## src/rtl/tlc_intersection_if.sv

```systemverilog
// Control and lamp bundle for tlc_intersection: run/pedestrian inputs, lamp and status outputs.
// The master side drives on/ped_req; the slave side (the controller) drives the lamps.
interface tlc_intersection_if #(
    parameter int unsigned N_DIR = 2,
    parameter int unsigned PH_W  = ($clog2(N_DIR) > 1) ? $clog2(N_DIR) : 1
);
    logic             on;
    logic [N_DIR-1:0] ped_req;
    logic [N_DIR-1:0] r;
    logic [N_DIR-1:0] y;
    logic [N_DIR-1:0] g;
    logic [N_DIR-1:0] walk;
    logic [PH_W-1:0]  phase;
    logic             cycle_done;

    modport master (
        output on, ped_req,
        input  r, y, g, walk, phase, cycle_done
    );

    modport slave (
        input  on, ped_req,
        output r, y, g, walk, phase, cycle_done
    );
endinterface

```

## src/rtl/tlc_intersection.sv

```systemverilog
// Round-robin multi-approach traffic light controller with all-red clearance.
// Define TLC_PED_EN to enable pedestrian service (walk lamps and green extension).
module tlc_intersection #(
    parameter int unsigned N_DIR     = 2,
    parameter int unsigned CNT_W     = 8,
    parameter int unsigned T_GREEN   = 5,
    parameter int unsigned T_YELLOW  = 2,
    parameter int unsigned T_ALLRED  = 1,
    parameter int unsigned T_PED_EXT = 3
) (
    input  logic              clk,
    input  logic              rst_n,
    tlc_intersection_if.slave bus
);
    localparam int unsigned     PH_W    = ($clog2(N_DIR) > 1) ? $clog2(N_DIR) : 1;
    localparam longint unsigned CNT_MAX = (64'd1 << CNT_W) - 64'd1;

    localparam logic [CNT_W-1:0] G_LAST  = CNT_W'(T_GREEN - 1);
    localparam logic [CNT_W-1:0] GX_LAST = CNT_W'(T_GREEN + T_PED_EXT - 1);
    localparam logic [CNT_W-1:0] Y_LAST  = CNT_W'(T_YELLOW - 1);
    localparam logic [CNT_W-1:0] AR_LAST = CNT_W'(T_ALLRED - 1);
    localparam logic [PH_W-1:0]  PH_LAST = PH_W'(N_DIR - 1);

    // Parameter legality, rejected at elaboration
    if (N_DIR < 2) begin : g_bad_ndir
        $fatal(1, "tlc_intersection: N_DIR must be at least 2");
    end
    if (T_GREEN < 1 || T_YELLOW < 1 || T_ALLRED < 1) begin : g_bad_min
        $fatal(1, "tlc_intersection: T_GREEN, T_YELLOW and T_ALLRED must be at least 1");
    end
    if (64'(T_GREEN) > CNT_MAX || 64'(T_YELLOW) > CNT_MAX || 64'(T_ALLRED) > CNT_MAX) begin : g_bad_fit
        $fatal(1, "tlc_intersection: a dwell does not fit in CNT_W bits");
    end
    if (64'(T_GREEN) + 64'(T_PED_EXT) > CNT_MAX) begin : g_bad_ext
        $fatal(1, "tlc_intersection: T_GREEN+T_PED_EXT does not fit in CNT_W bits");
    end

    typedef enum logic [1:0] {
        IDLE   = 2'd0,
        GREEN  = 2'd1,
        YELLOW = 2'd2,
        ALLRED = 2'd3
    } state_t;

    state_t           state_q, state_d;
    logic [CNT_W-1:0] cnt_q, cnt_d;
    logic [PH_W-1:0]  ph_q, ph_d;

    logic [N_DIR-1:0] r_q, r_d;
    logic [N_DIR-1:0] y_q, y_d;
    logic [N_DIR-1:0] g_q, g_d;
    logic [N_DIR-1:0] walk_q, walk_d;
    logic [PH_W-1:0]  phase_q;
    logic             cycle_done_q, cycle_done_d;

    logic             svc;
    logic [CNT_W-1:0] green_last;

    assign green_last = svc ? GX_LAST : G_LAST;

    // Next state, dwell counter, phase advance and next lamp pattern
    always_comb begin
        state_d = state_q;
        cnt_d   = '0;
        ph_d    = ph_q;
        r_d     = '1;
        y_d     = '0;
        g_d     = '0;

        case (state_q)
            IDLE: begin
                if (bus.on) state_d = GREEN;
            end
            GREEN: begin
                if (cnt_q == green_last) state_d = YELLOW;
                else                     cnt_d   = cnt_q + CNT_W'(1);
            end
            YELLOW: begin
                if (cnt_q == Y_LAST) state_d = ALLRED;
                else                 cnt_d   = cnt_q + CNT_W'(1);
            end
            ALLRED: begin
                if (cnt_q == AR_LAST) begin
                    ph_d    = (ph_q == PH_LAST) ? '0 : ph_q + PH_W'(1);
                    state_d = bus.on ? GREEN : IDLE;
                end else begin
                    cnt_d = cnt_q + CNT_W'(1);
                end
            end
            default: begin
                state_d = IDLE;
            end
        endcase

        for (int k = 0; k < N_DIR; k++) begin
            g_d[k] = (PH_W'(k) == ph_d) && (state_d == GREEN);
            y_d[k] = (PH_W'(k) == ph_d) && (state_d == YELLOW);
            r_d[k] = !(g_d[k] || y_d[k]);
        end

        cycle_done_d = (state_d == ALLRED) && (cnt_d == AR_LAST) && (ph_d == PH_LAST);
    end

`ifdef TLC_PED_EN
    logic             svc_q, svc_d;
    logic [N_DIR-1:0] pend_q, pend_d;

    assign svc = svc_q;

    // Pending requests latch until their phase's green entry; the entry edge's own request joins the service
    always_comb begin
        pend_d = pend_q | bus.ped_req;
        svc_d  = svc_q;
        walk_d = '0;

        if (state_d == GREEN && state_q != GREEN) begin
            svc_d = 1'b0;
            for (int k = 0; k < N_DIR; k++) begin
                if (PH_W'(k) == ph_d) begin
                    svc_d     = pend_q[k] | bus.ped_req[k];
                    pend_d[k] = 1'b0;
                end
            end
        end else if (state_d != GREEN) begin
            svc_d = 1'b0;
        end

        for (int k = 0; k < N_DIR; k++) begin
            walk_d[k] = svc_d && (state_d == GREEN) && (PH_W'(k) == ph_d);
        end
    end

    always_ff @(posedge clk or negedge rst_n) begin
        if (!rst_n) begin
            svc_q  <= 1'b0;
            pend_q <= '0;
        end else begin
            svc_q  <= svc_d;
            pend_q <= pend_d;
        end
    end
`else
    logic unused_ped;

    assign unused_ped = ^bus.ped_req;
    assign svc        = 1'b0;
    assign walk_d     = '0;
`endif

    // State and registered outputs; reset parks everything all-red at phase 0
    always_ff @(posedge clk or negedge rst_n) begin
        if (!rst_n) begin
            state_q      <= IDLE;
            cnt_q        <= '0;
            ph_q         <= '0;
            r_q          <= '1;
            y_q          <= '0;
            g_q          <= '0;
            walk_q       <= '0;
            phase_q      <= '0;
            cycle_done_q <= 1'b0;
        end else begin
            state_q      <= state_d;
            cnt_q        <= cnt_d;
            ph_q         <= ph_d;
            r_q          <= r_d;
            y_q          <= y_d;
            g_q          <= g_d;
            walk_q       <= walk_d;
            phase_q      <= ph_d;
            cycle_done_q <= cycle_done_d;
        end
    end

    assign bus.r          = r_q;
    assign bus.y          = y_q;
    assign bus.g          = g_q;
    assign bus.walk       = walk_q;
    assign bus.phase      = phase_q;
    assign bus.cycle_done = cycle_done_q;
endmodule

```

## src/flat_wrapper.sv

```systemverilog
// flat-port wrapper written by rule: the top's interface ports become plain ports
module tlc_intersection_flat 
#(
    parameter int unsigned N_DIR     = 2,
    parameter int unsigned CNT_W     = 8,
    parameter int unsigned T_GREEN   = 5,
    parameter int unsigned T_YELLOW  = 2,
    parameter int unsigned T_ALLRED  = 1,
    parameter int unsigned T_PED_EXT = 3
)
  (clk, rst_n, bus_on, bus_ped_req, bus_r, bus_y, bus_g, bus_walk, bus_phase, bus_cycle_done);
  tlc_intersection_if #(.N_DIR(N_DIR)) bus_i ();
  input  logic clk;
  input  logic rst_n;
  input wire logic [$bits(bus_i.on)-1:0] bus_on;
  input wire logic [$bits(bus_i.ped_req)-1:0] bus_ped_req;
  output wire logic [$bits(bus_i.r)-1:0] bus_r;
  output wire logic [$bits(bus_i.y)-1:0] bus_y;
  output wire logic [$bits(bus_i.g)-1:0] bus_g;
  output wire logic [$bits(bus_i.walk)-1:0] bus_walk;
  output wire logic [$bits(bus_i.phase)-1:0] bus_phase;
  output wire logic [$bits(bus_i.cycle_done)-1:0] bus_cycle_done;
  assign bus_i.on = bus_on;
  assign bus_i.ped_req = bus_ped_req;
  assign bus_r = bus_i.r;
  assign bus_y = bus_i.y;
  assign bus_g = bus_i.g;
  assign bus_walk = bus_i.walk;
  assign bus_phase = bus_i.phase;
  assign bus_cycle_done = bus_i.cycle_done;
  tlc_intersection #(.N_DIR(N_DIR), .CNT_W(CNT_W), .T_GREEN(T_GREEN), .T_YELLOW(T_YELLOW), .T_ALLRED(T_ALLRED), .T_PED_EXT(T_PED_EXT)) u_core (.clk(clk), .rst_n(rst_n), .bus(bus_i));
endmodule
```

## config.mk

```make
export PLATFORM = sky130hd
export DESIGN_NAME = tlc_intersection_flat
export DESIGN_NICKNAME = d
export VERILOG_FILES = /design/src/rtl/tlc_intersection_if.sv /design/src/rtl/tlc_intersection.sv /design/src/flat_wrapper.sv
export SDC_FILE = /design/constraint.sdc
export NUM_CORES = 1
export LEC_CHECK = 0
export CAP_MARGIN = 20
export CORE_ASPECT_RATIO = 1.75
export CORE_UTILIZATION = 42
export DETAILED_ROUTE_END_ITERATION = 12
export GPL_TIMING_DRIVEN = 0
export PLACE_DENSITY_LB_ADDON = 0.08
export REMOVE_ABC_BUFFERS = 1
export SLEW_MARGIN = 0
export SYNTH_ARGS = -nofsm -noshare
export SYNTH_HDL_FRONTEND = slang
export SYNTH_SLANG_ARGS = --single-unit
```

## constraint.sdc

```tcl
create_clock -name clk -period 2.2 [get_ports clk]
set_input_delay 0.44 -clock clk [delete_from_list [all_inputs] [get_ports clk]]
set_output_delay 0.44 -clock clk [all_outputs]
set_load 0.02 [all_outputs]
```

After elaboration in Yosys (flattened, before gate mapping)
Cells that the tools add are included.

word-level totals
  register bits = 18
  bits of input ports = 5
  logic and storage cells = 44

cells by class
  add/subtract/negate cells = 2
  equality and inequality tests = 8
  multiplexer cells = 13
  bitwise logic cells = 1
  reductions and logical operators = 13

operators by type and width
  cell                 number
  $mux 8               3
  $pmux 8 s3           1
  $logic_not 8->1      2
  $add 8x1->8 const B  1
  $eq 2x2->1 const B   4
  $eq 8x1->1 const B   1
  $eq 8x3->1 const B   1
  $mux 2               4
  $pmux 2 s4           1
  $logic_and 1x1->1    6
  $eq 2x1->1 const B   2
  $mux 1               4
  $logic_not 1->1      2
  $logic_not 2->1      1
  $logic_or 1x1->1     2
  $add 1x1->1 const B  1
  $not 1->1            1

Longest topological paths before layout
  depth in word-level cells = 8
  depth in mapped cells = 7

Worst setup path before layout
Ideal clock, no wire load.

  kind = flip-flop to flip-flop
  start point = register u_core.cnt_q[3]
  end point = register u_core.y_q[1] (netlist: u_core.bus.y[1])
  library setup time = 0.066 ns
  arrival time = 2.100 ns
  setup slack = 0.034 ns
  cell stages (with the launch flop) = 7
  period minus slack after synthesis = 2.166 ns
  path through = dfrtp_1 -> buf_6 -> or4_4 -> or4b_1 -> a221o_2 -> nor2_2 -> and2_1

between the ends
  longest elaborated chain between the ends = 5
  elaborated cells on any way between the ends = 11

RTL lines
  element                             line                                                                    RTL
  start: declaration                  tlc_intersection.sv:46                                                  logic [CNT_W-1:0] cnt_q, cnt_d;
  start signal: assignment            tlc_intersection.sv:164                                                 cnt_q <= cnt_d;
  $eq 8x1->1 (tied with other cells)  tlc_intersection.sv:79                                                  if (cnt_q == Y_LAST) state_d = ALLRED;
  $mux 2 (on tied branches)           tlc_intersection.sv:79, tlc_intersection.sv:75, tlc_intersection.sv:83
  $pmux 2 s4 (*)                      tlc_intersection.sv:70                                                  case (state_q)
  named net u_core.state_d[0]         tlc_intersection.sv:45                                                  state_t state_q, state_d;
  $eq 2x2->1 (*)                      tlc_intersection.sv:97                                                  y_d[k] = (PH_W'(k) == ph_d) && (state_d == YELLOW);
  $logic_and 1x1->1 (*)               tlc_intersection.sv:97
  named net u_core.y_d[1]             tlc_intersection.sv:50                                                  logic [N_DIR-1:0] y_q, y_d;
  end signal: assignment              tlc_intersection.sv:167                                                 y_q <= y_d;
  end: declaration                    tlc_intersection.sv:50

Mark *: on every way through the listed nets, which the timed path passes. The rest lies on a longest branch.

Worst setup path after layout
  start point = register u_core.cnt_q[4]
  end point = register u_core.y_q[1] (netlist: u_core.bus.y[1])

The elaborated chain is that of the path after synthesis.

==> impl_summary.log <==
[metrics] run status: complete, no violations
[metrics] hold path start: u_core.cnt_q[0]
[metrics] number of slew-limit violations in the final report: 0
[metrics] most used cells in the layout excluding fill and tap cells: sky130_fd_sc_hd__dfrtp_1, sky130_fd_sc_hd__nor2_1, sky130_fd_sc_hd__clkdlybuf4s50_1
[metrics] total congestion overflow after global routing: 0
[metrics] number of DRC violations after detailed-routing iteration 0: 6
[metrics] GRT Total Usage: roughly a fifth
[metrics] Setup WS post-layout: roughly 0.030 ns
[metrics] Final GP Congestion: between 0.7 and 0.8
[metrics] total length of routed wires: about 2000 um
[metrics] proportion of layout cells with a drive suffix above 1: 25.00%
[metrics] CTS root buf: sky130_fd_sc_hd__clkbuf_8
[metrics] antenna violations before repair: 0
[metrics] number of synthesized register bits: 18
[metrics] kind of end point of the critical path: flip-flop
[metrics] normalized max-slew margin: 46.81%
[metrics] mean cell area of the mapped netlist: 10.42 um^2
[metrics] clock tree from TritonCTS: built
[metrics] Post-route DRC: 0
[metrics] Critical-path top delay cell: sky130_fd_sc_hd__or4_4
[metrics] Worst-Margin Slew: around 0.80 ns
[metrics] number of antenna diodes: 0
[metrics] crit path max fanout: 6
[metrics] number of global-route vias before repair: approximately 750
[metrics] detailed-placement wirelength estimate: approximately 1400 um
[metrics] clock latency on the worst-skew pair: between 0.2 and 0.3 ns
[metrics] share of the yosys chip area belonging to registers: 44.80%
[metrics] FMAX: between 400 and 500 MHz
[metrics] RSZ-0062 raised after global routing: yes
[metrics] Post-synth ARST share: 100.0%
[metrics] beginning of the worst register-to-register path: u_core.cnt_q[4]
[metrics] starting utilization of the core area: approximately 44%
[metrics] final layout net count: 121
[metrics] IO Port Bufs: 10
[metrics] maximum vdd drop: between 0.5 and 0.6 mV
[metrics] Final setup viols: 0
[metrics] most frequent standard cell in the layout excluding fill and tap cells: sky130_fd_sc_hd__dfrtp_1
[metrics] number of vias in the routed layout: 750
[metrics] vias per std cell: ~5.5
[metrics] arrival time worst endpoint: 2.36 ns
[metrics] total I/O pin count: 15
[metrics] routed len/inst: between 10 and 15 um
[metrics] maximum number of pins on one net before global-route repair: 19
[metrics] hold bufs inserted after CTS: 0
[metrics] area of all placed cells without fillers: 0.001196 mm^2
[metrics] nature of the critical path startpoint: flip-flop
[metrics] worst setup path class: reg2reg
[metrics] sum of buffers and inverters on the critical path: 0
[metrics] first-pass GRT wire length: 3346 um
[metrics] Die Height: 66.90 um
[metrics] longest individual stage delay on the worst path: between 0.5 and 0.6 ns
[metrics] Placeable Area: 0.002273 mm^2
[metrics] launching element of the worst setup path: u_core.cnt_q[4]
[metrics] post-synthesis instance area: between 0.001 and 0.0015 mm^2
[metrics] Crit path max-delay family: simple AND/OR/NAND/NOR gates
[metrics] Tightest Hold Check Type: reg2reg
[metrics] time the worst path needs with I/O delays and setup: about 2.2 ns
[metrics] total placed instance area: about 0.0011 mm^2
[metrics] Num Clock Sinks: 18
[metrics] H-tree Lvls: 1
[metrics] die outline width: approximately 39 um
[metrics] pre-CTS setup slack: -0.07306 ns
[metrics] Power per Cell Area: roughly 1300 mW/mm^2
[metrics] clock transition at the registers of the reported paths: roughly 0.07 ns
[metrics] area grow syn2layout: 18.32%
[metrics] DIE AREA: approximately 0.0026 mm^2
[metrics] Hold Vio Cnt, Final: 0
[metrics] number of warnings printed during yosys synthesis: 0
[metrics] count of flip-flops with a built-in enable after synthesis: 0
[metrics] ratio of final minimum period to clock period: a little over nine tenths
[metrics] standby leakage power: 0.5069 nW
[metrics] number of clock buffers inserted by TritonCTS: 3
[metrics] Critical Path, Cell by Cell: or4_4 > or4b_1 > a221o_2 > nor2_2 > and2_1
[metrics] Worst Path Required: 2.39 ns
[metrics] worst clock skew: 0.002189 ns
[metrics] total of max-cap violations: 0
[metrics] maximum count of clock buffers along a single path: 2
[metrics] Detailed Routing Iterations Pass 1: 4
[metrics] post-synthesis cell count: 97
[metrics] most used flip-flop cell after synthesis: sky130_fd_sc_hd__dfrtp_1
[metrics] number of inserted filler cells in the final layout: 220
[metrics] post-synthesis cell type count: 40
[metrics] number of placement rows: 23
[metrics] number of nets with antenna violations after routing: 0
-- what timing repair did --
action / in CTS / in global routing
pin swaps: 2 / 1
buffers inserted: 4 / 2
resized for setup: 3 / 0
hold endpoints to repair: 0 / 0
setup endpoints to repair: 7 / 3
-- routing by layer --
metal  global-route usage, %  wire length, um
met5                       0                0
met4                   10.34               42
met3                   2.000               44
met2                   34.38             1121
met1                   19.67              790
-- sequential cells by signal, indices dropped and copies added, names as in the netlist --
signal	count
u_core.bus.y	2
u_core.state_q	2
u_core.bus.r	2
u_core.ph_q	1
u_core.bus.g	2
u_core.bus.cycle_done	1
u_core.cnt_q	8
-- layout make-up --
class	count	area (um^2)	share of cell area, %
timing repair buffer	16	145.1	12.13
sequential	18	455.4	38.08
inverter	5	18.77	1.569
tap	25	31.28	2.615
multi-input combinational	69	490.5	41.00
clock buffer	4	55.05	4.602
-- stage by stage --
| step | hold slack, ns | util (%) | cells | setup TNS, ns | power, mW |
|---|---|---|---|---|---|
| 2_1_floorplan | 0.1444 | - | 92 | 0 | 1.022 |
| 6_report | 0.5270 | 52.61 | 137 | 0 | 1.553 |
| 3_3_place_gp | 0.5094 | 47.77 | 127 | -0.2726 | 1.242 |
| 4_1_cts | 0.5257 | 51.95 | 135 | 0 | 1.569 |
| 5_1_grt | 0.5813 | 52.61 | 137 | -0.03465 | 1.685 |
| 3_5_place_dp | 0.5159 | 47.77 | 127 | -0.2554 | 1.253 |
-- cell usage after synthesis, types with 2 or more instances --
library cell	count	area, um^2
sky130_fd_sc_hd__buf_6	2	22.52
sky130_fd_sc_hd__dfrtp_1	16	400.4
sky130_fd_sc_hd__nand4_1	2	12.51
sky130_fd_sc_hd__nor3_1	2	10.01
sky130_fd_sc_hd__nand2_1	2	7.510
sky130_fd_sc_hd__buf_4	2	15.01
sky130_fd_sc_hd__nor3b_1	2	15.01
sky130_fd_sc_hd__or2b_2	2	17.52
sky130_fd_sc_hd__dfstp_2	2	52.55
sky130_fd_sc_hd__ha_1	3	37.54
sky130_fd_sc_hd__and2_1	2	12.51
sky130_fd_sc_hd__nor2_1	11	41.29
sky130_fd_sc_hd__inv_1	5	18.77
sky130_fd_sc_hd__a21oi_1	5	25.02
sky130_fd_sc_hd__nor2_2	2	12.51
sky130_fd_sc_hd__xnor2_1	6	52.55
sky130_fd_sc_hd__nand3_1	4	20.02
sky130_fd_sc_hd__xor2_1	4	35.03
sky130_fd_sc_hd__o21a_2	2	17.52
-- logic make-up after synthesis --
| logic type | count (synthesis) | share of synthesized area (%) |
|---|---|---|
| compound gates | 15 | 11.14 |
| other cells | 1 | 0.3709 |
| xor+xnor | 10 | 8.663 |
| simple gates | 39 | 23.52 |
| fa+ha+maj | 3 | 3.713 |
| flops | 18 | 44.80 |
| buf+inv | 11 | 7.796 |
-- where the power goes --
part           internal [mW]  total (mW)  switching (mW)  leakage [nW]
Clock                  0.159       0.270           0.111        0.0288
Combinational          0.353       0.723           0.370         0.250
Sequential             0.442       0.561           0.119         0.228
-- final timing paths --
path,depth (start not counted),slack [ns],to
worst max register to register,5,0.03,u_core.bus.y[1]
worst max-delay path,5,0.03,u_core.bus.y[1]
max in group asynchronous,1,1.00,u_core.cnt_q[3]
worst min register to register,1,0.53,u_core.cnt_q[0]
worst min-delay path,1,0.53,u_core.cnt_q[0]
min in group asynchronous,1,0.65,u_core.bus.y[1]
Power figures use the tool's default switching activity.
